===== config.mk =====
export PLATFORM = sky130hd
export DESIGN_NAME = mvu_apb_csr
export DESIGN_NICKNAME = d
export VERILOG_FILES = /design/src/rtl/mvu_csr_pkg.sv /design/src/rtl/mvu_csr_bank.sv /design/src/rtl/mvu_apb_csr.sv
export SDC_FILE = /design/constraint.sdc
export NUM_CORES = 1
export LEC_CHECK = 0
export CAP_MARGIN = 20
export CORE_AREA = 2 2 280 282
export DETAILED_ROUTE_END_ITERATION = 16
export DIE_AREA = 0 0 282 284
export PLACE_DENSITY_LB_ADDON = 0.2
export SYNTH_ARGS = -nofsm -noshare
export SYNTH_HDL_FRONTEND = slang
export SYNTH_SLANG_ARGS = --single-unit
export TNS_END_PERCENT = 50

===== constraint.sdc =====
create_clock -name clk -period 24.9 [get_ports clk]
set_input_delay 2.49 -clock clk [delete_from_list [all_inputs] [get_ports clk]]
set_output_delay 2.49 -clock clk [all_outputs]
set_load 0.02 [all_outputs]

===== src/rtl/mvu_csr_pkg.sv =====
// Shared register map, field widths and STATUS bit positions for the MVU APB CSR block.
// Optional build macro used by the block: MVU_CSR_PERFCNT_EN (per-MVU BUSYCYC counter).
package mvu_csr_pkg;

  localparam int MVU_NMVU_DEF = 8;
  localparam int MVU_DATA_W   = 32;
  localparam int MVU_PREC_W   = 5;
  localparam int MVU_BADDR_W  = 15;
  localparam int MVU_CNT_W    = 15;
  localparam int MVU_PREC_MAX = 16;

  localparam int STAT_BUSY_BIT = 0;
  localparam int STAT_IRQ_BIT  = 1;

  // Word index within one MVU's 256-byte window (paddr[7:2]).
  typedef enum logic [5:0] {
    REG_CTRL      = 6'd0,
    REG_STATUS    = 6'd1,
    REG_WPREC     = 6'd2,
    REG_IPREC     = 6'd3,
    REG_OPREC     = 6'd4,
    REG_WBADDR    = 6'd5,
    REG_IBADDR    = 6'd6,
    REG_OBADDR    = 6'd7,
    REG_COUNTDOWN = 6'd8,
    REG_IRQ_EN    = 6'd9,
    REG_BUSYCYC   = 6'd10
  } reg_e;

  function automatic logic is_prec_reg(input reg_e r);
    return (r == REG_WPREC) || (r == REG_IPREC) || (r == REG_OPREC);
  endfunction

endpackage


===== src/rtl/mvu_csr_bank.sv =====
// One MVU channel: job configuration, busy/irq tracking and start pulse generation.
// With MVU_CSR_PERFCNT_EN defined, also a saturating count of busy cycles.
module mvu_csr_bank
  import mvu_csr_pkg::*;
#(
  parameter int PREC_W  = MVU_PREC_W,
  parameter int BADDR_W = MVU_BADDR_W,
  parameter int CNT_W   = MVU_CNT_W
) (
  input  logic               clk,
  input  logic               rst,
  input  logic               wr_en,
  input  reg_e               wr_reg,
  input  logic [31:0]        wr_data,
  input  logic               mvu_done,
  output logic               mvu_start,
  output logic               busy,
  output logic               irq,
  output logic               irq_en,
`ifdef MVU_CSR_PERFCNT_EN
  output logic [31:0]        busycyc,
`endif
  output logic [PREC_W-1:0]  wprec,
  output logic [PREC_W-1:0]  iprec,
  output logic [PREC_W-1:0]  oprec,
  output logic [BADDR_W-1:0] wbaddr,
  output logic [BADDR_W-1:0] ibaddr,
  output logic [BADDR_W-1:0] obaddr,
  output logic [CNT_W-1:0]   countdown
);

  logic               start_q, start_d;
  logic               busy_q, busy_d;
  logic               pend_q, pend_d;
  logic               en_q, en_d;
  logic [PREC_W-1:0]  wprec_q, wprec_d, iprec_q, iprec_d, oprec_q, oprec_d;
  logic [BADDR_W-1:0] wbaddr_q, wbaddr_d, ibaddr_q, ibaddr_d, obaddr_q, obaddr_d;
  logic [CNT_W-1:0]   cnt_q, cnt_d;

  logic unused_wr_data;
  assign unused_wr_data = ^wr_data;

  always_comb begin
    // NOTE: every _d gets its hold value first so no path through this block can infer a latch.
    start_d  = 1'b0;
    busy_d   = busy_q;
    pend_d   = pend_q;
    en_d     = en_q;
    wprec_d  = wprec_q;
    iprec_d  = iprec_q;
    oprec_d  = oprec_q;
    wbaddr_d = wbaddr_q;
    ibaddr_d = ibaddr_q;
    obaddr_d = obaddr_q;
    cnt_d    = cnt_q;
    if (wr_en) begin
      case (wr_reg)
        REG_CTRL:      start_d  = wr_data[0];
        REG_STATUS:    if (wr_data[STAT_IRQ_BIT]) pend_d = 1'b0;
        REG_WPREC:     wprec_d  = wr_data[PREC_W-1:0];
        REG_IPREC:     iprec_d  = wr_data[PREC_W-1:0];
        REG_OPREC:     oprec_d  = wr_data[PREC_W-1:0];
        REG_WBADDR:    wbaddr_d = wr_data[BADDR_W-1:0];
        REG_IBADDR:    ibaddr_d = wr_data[BADDR_W-1:0];
        REG_OBADDR:    obaddr_d = wr_data[BADDR_W-1:0];
        REG_COUNTDOWN: cnt_d    = wr_data[CNT_W-1:0];
        REG_IRQ_EN:    en_d     = wr_data[0];
        default:       ;
      endcase
    end
    // Done after the W1C so a same-cycle completion keeps the interrupt pending.
    if (mvu_done && busy_q) begin
      busy_d = 1'b0;
      if (en_q) pend_d = 1'b1;
    end
    if (start_d) busy_d = 1'b1;
  end

  always_ff @(posedge clk or posedge rst) begin
    if (rst) begin
      start_q  <= 1'b0;
      busy_q   <= 1'b0;
      pend_q   <= 1'b0;
      en_q     <= 1'b0;
      wprec_q  <= '0;
      iprec_q  <= '0;
      oprec_q  <= '0;
      wbaddr_q <= '0;
      ibaddr_q <= '0;
      obaddr_q <= '0;
      cnt_q    <= '0;
    end else begin
      // NOTE: non-blocking here so every flop samples the pre-edge values of its peers.
      start_q  <= start_d;
      busy_q   <= busy_d;
      pend_q   <= pend_d;
      en_q     <= en_d;
      wprec_q  <= wprec_d;
      iprec_q  <= iprec_d;
      oprec_q  <= oprec_d;
      wbaddr_q <= wbaddr_d;
      ibaddr_q <= ibaddr_d;
      obaddr_q <= obaddr_d;
      cnt_q    <= cnt_d;
    end
  end

`ifdef MVU_CSR_PERFCNT_EN
  logic [31:0] busycyc_q, busycyc_d;

  always_comb begin
    busycyc_d = busycyc_q;
    if (start_d)                         busycyc_d = '0;
    else if (busy_q && busycyc_q != '1)  busycyc_d = busycyc_q + 32'd1;
  end

  always_ff @(posedge clk or posedge rst) begin
    if (rst) busycyc_q <= '0;
    else     busycyc_q <= busycyc_d;
  end

  assign busycyc = busycyc_q;
`endif

  assign mvu_start = start_q;
  assign busy      = busy_q;
  assign irq       = pend_q;
  assign irq_en    = en_q;
  assign wprec     = wprec_q;
  assign iprec     = iprec_q;
  assign oprec     = oprec_q;
  assign wbaddr    = wbaddr_q;
  assign ibaddr    = ibaddr_q;
  assign obaddr    = obaddr_q;
  assign countdown = cnt_q;

endmodule


===== src/rtl/mvu_apb_csr.sv =====
// APB slave fronting NMVU matrix-vector units: address decode, error checks and read mux.
// Optional build macro: MVU_CSR_PERFCNT_EN maps a read-only BUSYCYC counter at offset 0x28.
module mvu_apb_csr
  import mvu_csr_pkg::*;
#(
  parameter int NMVU       = MVU_NMVU_DEF,
  parameter int ADDR_WIDTH = 32,
  parameter int DATA_WIDTH = MVU_DATA_W,
  parameter int PREC_W     = MVU_PREC_W,
  parameter int BADDR_W    = MVU_BADDR_W,
  parameter int CNT_W      = MVU_CNT_W
) (
  input  logic                    clk,
  input  logic                    rst,
  input  logic                    psel,
  input  logic                    penable,
  input  logic                    pwrite,
  input  logic [ADDR_WIDTH-1:0]   paddr,
  input  logic [DATA_WIDTH-1:0]   pwdata,
  output logic [DATA_WIDTH-1:0]   prdata,
  output logic                    pready,
  output logic                    pslverr,
  input  logic [NMVU-1:0]         mvu_done,
  output logic [NMVU-1:0]         mvu_start,
  output logic [NMVU*PREC_W-1:0]  wprec,
  output logic [NMVU*PREC_W-1:0]  iprec,
  output logic [NMVU*PREC_W-1:0]  oprec,
  output logic [NMVU*BADDR_W-1:0] wbaddr,
  output logic [NMVU*BADDR_W-1:0] ibaddr,
  output logic [NMVU*BADDR_W-1:0] obaddr,
  output logic [NMVU*CNT_W-1:0]   countdown,
  output logic [NMVU-1:0]         irq
);

  logic                  access;
  logic [3:0]            mvu_idx;
  reg_e                  reg_idx;
  logic [NMVU-1:0]       busy, irq_en, wr_en;
  logic                  sel_busy, mvu_ok, reg_ok, wr_bad, err;
  logic [DATA_WIDTH-1:0] rd_word;
`ifdef MVU_CSR_PERFCNT_EN
  logic [31:0]           busycyc [NMVU];
`endif

  assign access  = psel & penable;
  assign mvu_idx = paddr[11:8];
  assign reg_idx = reg_e'(paddr[7:2]);

  logic unused_paddr;
  assign unused_paddr = ^{paddr[ADDR_WIDTH-1:12], paddr[1:0]};

  for (genvar i = 0; i < NMVU; i++) begin : g_bank
    mvu_csr_bank #(
      .PREC_W (PREC_W),
      .BADDR_W(BADDR_W),
      .CNT_W  (CNT_W)
    ) u_bank (
      .clk      (clk),
      .rst      (rst),
      .wr_en    (wr_en[i]),
      .wr_reg   (reg_idx),
      .wr_data  (pwdata),
      .mvu_done (mvu_done[i]),
      .mvu_start(mvu_start[i]),
      .busy     (busy[i]),
      .irq      (irq[i]),
      .irq_en   (irq_en[i]),
`ifdef MVU_CSR_PERFCNT_EN
      .busycyc  (busycyc[i]),
`endif
      .wprec    (wprec[i*PREC_W +: PREC_W]),
      .iprec    (iprec[i*PREC_W +: PREC_W]),
      .oprec    (oprec[i*PREC_W +: PREC_W]),
      .wbaddr   (wbaddr[i*BADDR_W +: BADDR_W]),
      .ibaddr   (ibaddr[i*BADDR_W +: BADDR_W]),
      .obaddr   (obaddr[i*BADDR_W +: BADDR_W]),
      .countdown(countdown[i*CNT_W +: CNT_W])
    );
  end

  // Selected-channel read word and busy flag; an out-of-range index selects nothing.
  always_comb begin
    sel_busy = 1'b0;
    rd_word  = '0;
    for (int i = 0; i < NMVU; i++) begin
      if (mvu_idx == 4'(i)) begin
        sel_busy = busy[i];
        case (reg_idx)
          REG_STATUS: begin
            rd_word[STAT_BUSY_BIT] = busy[i];
            rd_word[STAT_IRQ_BIT]  = irq[i];
          end
          REG_WPREC:     rd_word = DATA_WIDTH'(wprec[i*PREC_W +: PREC_W]);
          REG_IPREC:     rd_word = DATA_WIDTH'(iprec[i*PREC_W +: PREC_W]);
          REG_OPREC:     rd_word = DATA_WIDTH'(oprec[i*PREC_W +: PREC_W]);
          REG_WBADDR:    rd_word = DATA_WIDTH'(wbaddr[i*BADDR_W +: BADDR_W]);
          REG_IBADDR:    rd_word = DATA_WIDTH'(ibaddr[i*BADDR_W +: BADDR_W]);
          REG_OBADDR:    rd_word = DATA_WIDTH'(obaddr[i*BADDR_W +: BADDR_W]);
          REG_COUNTDOWN: rd_word = DATA_WIDTH'(countdown[i*CNT_W +: CNT_W]);
          REG_IRQ_EN:    rd_word = DATA_WIDTH'(irq_en[i]);
`ifdef MVU_CSR_PERFCNT_EN
          REG_BUSYCYC:   rd_word = DATA_WIDTH'(busycyc[i]);
`endif
          default:       rd_word = '0;
        endcase
      end
    end
  end

  always_comb begin
    mvu_ok = (int'(mvu_idx) < NMVU);
`ifdef MVU_CSR_PERFCNT_EN
    reg_ok = (reg_idx <= REG_BUSYCYC);
    wr_bad = (reg_idx == REG_BUSYCYC);
`else
    reg_ok = (reg_idx <= REG_IRQ_EN);
    wr_bad = 1'b0;
`endif
    if (is_prec_reg(reg_idx) && (pwdata == '0 || pwdata > DATA_WIDTH'(MVU_PREC_MAX))) wr_bad = 1'b1;
    if (reg_idx == REG_CTRL && pwdata[0] && sel_busy) wr_bad = 1'b1;
    err = access && (!mvu_ok || !reg_ok || (pwrite && wr_bad));
    wr_en = '0;
    for (int i = 0; i < NMVU; i++) begin
      wr_en[i] = access && pwrite && !err && (mvu_idx == 4'(i));
    end
  end

  assign pready  = 1'b1;
  assign pslverr = err;
  assign prdata  = (access && !pwrite && !err) ? rd_word : '0;

endmodule


==> results of run 1 <==
cells in the mapped netlist, drive strengths merged (4+ instances only):
library cell,count,area [um^2]
dfrtp,632,15800
mux2,609,6860
a22oi,177,1330
buf,124,782
a21oi,117,586
clkbuf,100,375
nor2,71,424
nand2,61,229
a222oi,38,380
nand3,38,230
nor4,32,215
a22o,26,228
nor3,22,244
a221oi,18,158
a31oi,14,87.6
mux2i,11,110
a211oi,10,75.1
and3,10,63.8
inv,10,37.5
nor3b,9,72.6
o21ai,9,45.0
o22ai,9,56.3
nand2b,6,37.5
nand4,6,37.5
or3,6,37.5
a2111oi,4,35.0
a32o,4,40.0
and2,4,25.0
o31ai,4,30.0
or2,4,27.5
worst max-delay path: stages:
cell,delay [ps]
clkdlybuf4s50_1,830
nor2b_1,960
and3_4,550
buf_4,810
a221oi_1,250
a21oi_1,680
nor4_1,90
a221oi_1,640
clkdlybuf4s50_1,740
final cells by class:
| type | instances | area, um^2 |
|---|---|---|
| Fill cell | 6708 | 37900 |
| Sequential cell | 632 | 15800 |
| Multi-Input combinational cell | 1359 | 12000 |
| Timing Repair Buffer | 744 | 7360 |
| Clock buffer | 108 | 2200 |
| Tap cell | 1040 | 1300 |
| Clock inverter | 25 | 352 |
| Inverter | 10 | 45.0 |
final timing paths:
path | startpoint | endpoint | slack, ps | depth (start not counted)
max in group asynchronous | rst | g_bank[2].u_bank.obaddr[10] | 20130 | 4
worst max-delay path | paddr[4] | prdata[3] | 14290 | 9
worst min register to register | g_bank[3].u_bank.iprec[3] | g_bank[3].u_bank.iprec[3] | 520 | 1
worst min-delay path | g_bank[3].u_bank.iprec[3] | g_bank[3].u_bank.iprec[3] | 520 | 1
min in group asynchronous | rst | g_bank[1].u_bank.ibaddr[12] | 2350 | 2
worst max register to register | g_bank[5].u_bank.busy | g_bank[7].u_bank.oprec[4] | 22040 | 7
logic make-up after synthesis:
family          after synthesis
simple gates                279
buf+inv                     234
flops                       632
mux                         621
compound gates              440
other cells                   2
xor+xnor                      1
power by group:
group | switching [mW] | internal (mW)
clock | 0.457 | 0.688
sequential | 0.000408 | 1.03
combinational | 0.0636 | 0.0161
stage by stage:
stage | power (mW) | area, um^2 | hold slack [ps]
finish | 2.25 | 39000 | 517
global route | 2.31 | 39000 | 529
CTS | 2.27 | 39000 | 518
detailed placement | 1.13 | 36500 | 503
global placement | 1.12 | 36400 | 498
floorplan | 1.09 | 28900 | 488
routing by layer:
layer | up-vias | part of all wire [%] | track usage [%]
li1 | 9481 | - | -
met1 | 12200 | 37 | 38.0
met2 | 1342 | 49 | 53.0
met3 | 256 | 9.4 | 8.31
met4 | 2 | 4.8 | 14.2
met5 | - | 0.010 | 0
sequential cells by signal (all words and copies together), names as in the netlist:
name                     flops
g_bank.u_bank.irq_en         8
g_bank.u_bank.mvu_start      8
g_bank.u_bank.obaddr       120
g_bank.u_bank.countdown    120
g_bank.u_bank.wbaddr       120
g_bank.u_bank.ibaddr       120
g_bank.u_bank.iprec         40
g_bank.u_bank.oprec         40
g_bank.u_bank.irq            8
g_bank.u_bank.busy           8
g_bank.u_bank.wprec         40
==> run metrics, run 1 <==
initial antenna violation count=1; Synth Area in Simple Gates=5.98%; post-synthesis sequential area ratio=54.8%; pwr dens=57.7 nW/um^2; crit path DAT=8120 ps; drt drc=0; setup bufs post-CTS=0; final worst path period share=42.6%; clk sinks=632; post-DP HPWL=92,300 um; Initial Util=37.5%; post-synthesis compound-gate area fraction=10.9%; normalized max-slew margin=16.8%; Max Clock Freq=94.3 MHz; setup ws final=14,290 ps; most frequent cells in the layout=clkdlybuf4s50_1, dfrtp_1, mux2_2; min cycle time layout=10,610 ps; number of synthesized flops with an enable pin=0; ys flop type=dfrtp_1; mux cell area share after synthesis=24.2%; latest clock arrival within the worst-skew pair=640 ps; # setup viols final=0; worst path required time=22,410 ps; Ys Warns=0; share of flip-flops with an asynchronous set or reset=100%; Die Footprint=80,100 um^2; dpl ws=14,520 ps; setup TNS=0 ps; Max-Cap Viols=0; total gr overflow=0; worst vdd ir=0.0000422 V; Worst-path clk slew=60 ps; # port buffers=686; cts repair resizes=0; Slew @ Worst Pin=1250 ps; status=completed; clk buf depth=3; Synth Area in XOR/XNOR=0.0303%; vias in the first global route=23,400; total track usage=31.7%; commonest non-fill, non-tap cell in the layout=clkdlybuf4s50_1; Cell Area, Synth=28,900 um^2; DRT Pass-1 Iters=6; largest family of logic cells by synthesized area=multiplexers; Syn Inst Count=2,209; RSZ-0062 raised after global routing=false; Synth-to-Final Area Change=35.1%; first-pass GRT wire length=181,000 um; Synth Area per Inst=13.1 um^2; routed len/inst=33.1 um; Final Util=50.7%; Crit. End Element=output pin; TritonCTS clock tree=yes; Clock Skew=11.6 ps; CTS root buf=clkbuf_16; core footprint=77,000 um^2; number of nets in the layout=2,897; H-tree levels=3; CP Max Fanout=60; Slew Limit Fails=0; CTS buffer count=73; crit path kind=in2out; via count=23,200; share of cells above drive strength 1=27.8%; Fin. Hold Viols=0; Yosys cell types=64; min-delay worst type=reg2reg; FF+latch count, synth=632; drt total wl=130,000 um; placed cell count=3,784; GPL Wtd Cong=0.948; P_leak=17.0 nW; IO Count=727; CP Launch Type=input port; Die Y=284 um; number of diodes=0; Non-Filler Instances=3,918; vias per cell=5.93; largest net degree at the start of global routing=173; antenna viol nets, final=0; Row Count=102; number of DRC markers in iteration 0=2,306; adder and majority gate portion of the synthesized area=0%; chip width=282 um; Hold Buf Count CTS=0
(Power assumes the default switching activity.)
==> run 2: changes to the inputs <==
- clock period: 24.9 -> 8.7 ns (I/O delays scaled with it)
==> run 2 against run 1 <==
  * Sequential power rose to 2.9 times the previous value
  * Via count down 0.11%
  * Sequential share of layout area about the same
  * Largest power group unchanged
  * Highest routed layer unchanged
==> run metrics, run 2 (same netlist as run 1, synthesis figures left out) <==
number of DRC markers in iteration 0=2,128 (was 2,306); reg2reg start=g_bank[2].u_bank.busy (was g_bank[5].u_bank.busy); min cycle time layout=6730 ps; Final Util=50.7% (about the same); CTS root buf=clkbuf_16 (unchanged); TritonCTS clock tree=yes (unchanged); status=completed (unchanged); clk sinks=632 (unchanged); Die Y=284 um (unchanged); GPL Wtd Cong=0.945 (was 0.948); clk buf depth=3 (unchanged); drt total wl=130,000 um (about the same); routed len/inst=33.1 um (about the same); Synth-to-Final Area Change=35.0% (was 35.1%); vias in the first global route=23,500 (was 23,400); DRT Pass-1 Iters=6 (unchanged); largest net degree at the start of global routing=170 (was 173); core footprint=77,000 um^2 (unchanged); share of cells above drive strength 1=27.7% (was 27.8%); CP max-delay cell=and3_4 (was nor2b_1); vias per cell=5.92 (was 5.93); latest clock arrival within the worst-skew pair=620 ps (was 640 ps); commonest non-fill, non-tap cell in the layout=clkdlybuf4s50_1 (unchanged); via count=23,200 (about the same); Slew Limit Fails=0 (unchanged); first-pass GRT wire length=181,000 um (about the same); Row Count=102 (unchanged); Clock Skew=13.2 ps (was 11.6 ps); post-DP HPWL=92,900 um (was 92,300 um); crit path DAT=5860 ps (was 8120 ps); total gr overflow=0 (unchanged); setup TNS=0 ps (unchanged); initial antenna violation count=3 (was 1); Worst path max stage delay=850 ps (was 960 ps); number of nets in the layout=2,903 (was 2,897); CP cell instances=clkdlybuf4s50_1 > nor2b_1 > and3_4 > buf_12 > a22oi_1 > a31oi_1 > nor4_1 > a221oi_1 > clkdlybuf4s50_1 (was clkdlybuf4s50_1 > nor2b_1 > and3_4 > buf_4 > a221oi_1 > a21oi_1 > nor4_1 > a221oi_1 > clkdlybuf4s50_1); drt drc=0 (unchanged); chip width=282 um (unchanged); IO Count=727 (unchanged); # setup viols final=0 (unchanged); Max Clock Freq=149 MHz; final worst path period share=77.3%; CTS buffer count=73 (unchanged); Initial Util=37.5% (unchanged); Fin. Hold Viols=0 (unchanged); Hold Buf Count CTS=0 (unchanged); min-delay worst type=in2async (was reg2reg); r2r setup slk=5820 ps (was 22,040 ps); Worst-path clk slew=50 ps (was 60 ps); setup bufs post-CTS=0 (unchanged); normalized max-slew margin=24.7% (was 16.8%); total track usage=31.7% (about the same); worst path required time=7830 ps (was 22,410 ps); Reg2Reg Depth=6 (was 7); Die Footprint=80,100 um^2 (unchanged); CP dominant cell by count=clkdlybuf4s50_1; cts repair resizes=0 (unchanged); CP Max Fanout=45 (was 60); # port buffers=686 (unchanged); RSZ-0062 raised after global routing=false (unchanged); pwr dens=161 nW/um^2 (was 57.7 nW/um^2); Critical Path Source=paddr[4] (unchanged); H-tree levels=3 (unchanged); CP Launch Type=input port (unchanged); Crit. End Element=output pin (unchanged); Max-Cap Viols=0 (unchanged); CP Capture Point=prdata[3] (unchanged); Power, Total=6.29 mW (was 2.25 mW); crit path kind=in2out (unchanged); P_leak=17.0 nW (about the same); most frequent cells in the layout=clkdlybuf4s50_1, dfrtp_1, mux2_2 (unchanged); worst vdd ir=0.000121 V (was 0.0000422 V); worst flop-to-flop path endpoint=g_bank[7].u_bank.oprec[0] (was g_bank[7].u_bank.oprec[4]); antenna viol nets, final=0 (unchanged); Slew @ Worst Pin=1130 ps (was 1250 ps)
[run 2: final cells by class]
| class | instances | area, um^2 |
|---|---|---|
| fillers | 6745 | 37900 |
| inverters | 10 | 41.3 |
| flip-flops and latches | 632 | 15800 |
| clock buffers | 108 | 2170 |
| diodes | 2 | 5.00 |
| well taps | 1040 | 1300 |
| repair buffers | 750 | 7480 |
| clock inverters | 20 | 233 |
| multi-input cells | 1359 | 12000 |
[run 2: worst max-delay path: cells and delay by family]
kind / cells / cell delay, ps
buffers and inverters: 3 / 1870
and+or+nand+nor: 3 / 1850
AOI/OAI and AO/OA: 3 / 1120
[run 2: how the worst min path moves through the flow]
stage | endpoint | from | cells past startpoint | slack [ps]
2_1_floorplan | g_bank[6].u_bank.irq | g_bank[6].u_bank.irq_en | 2 | 490
3_5_place_dp | g_bank[2].u_bank.oprec[4] | g_bank[2].u_bank.oprec[4] | 1 | 510
4_1_cts | g_bank[1].u_bank.iprec[1] | rst | 2 | 480
3_3_place_gp | g_bank[7].u_bank.wprec[4] | g_bank[7].u_bank.wprec[4] | 1 | 500
5_1_grt | g_bank[1].u_bank.iprec[1] | rst | 2 | 510
6_report | g_bank[1].u_bank.iprec[1] | rst | 2 | 510
[run 2: per-layer routing]
| metal | GRT usage (%) | vias to the layer above | wire, um |
|---|---|---|---|
| met5 | 0 | - | 15 |
| met4 | 14.5 | 2 | 6300 |
| met3 | 7.53 | 236 | 11000 |
| met2 | 53.6 | 1209 | 64300 |
| met1 | 38.0 | 12300 | 48300 |
| li1 | - | 9491 | - |
[run 2: report_power, final]
group	internal, mW	switching, mW	total (mW)	leakage [nW]
logic	0.0481	0.184	0.232	6.99
clock network	1.83	1.29	3.12	1.18
registers	2.94	0.00121	2.94	8.83
total	4.82	1.47	6.29	17.0
[run 2: per-stage QoR]
| stage | cells | worst slack (ps) | hold slack (ps) | cell area [um^2] |
|---|---|---|---|---|
| floorplan | 2225 | -801 | 488 | 28900 |
| global placement | 3787 | 2050 | 497 | 36500 |
| detailed placement | 3789 | 2060 | 506 | 36600 |
| CTS | 3917 | 2030 | 478 | 39000 |
| global route | 3919 | 1820 | 507 | 39000 |
| finish | 3921 | 1970 | 507 | 39000 |
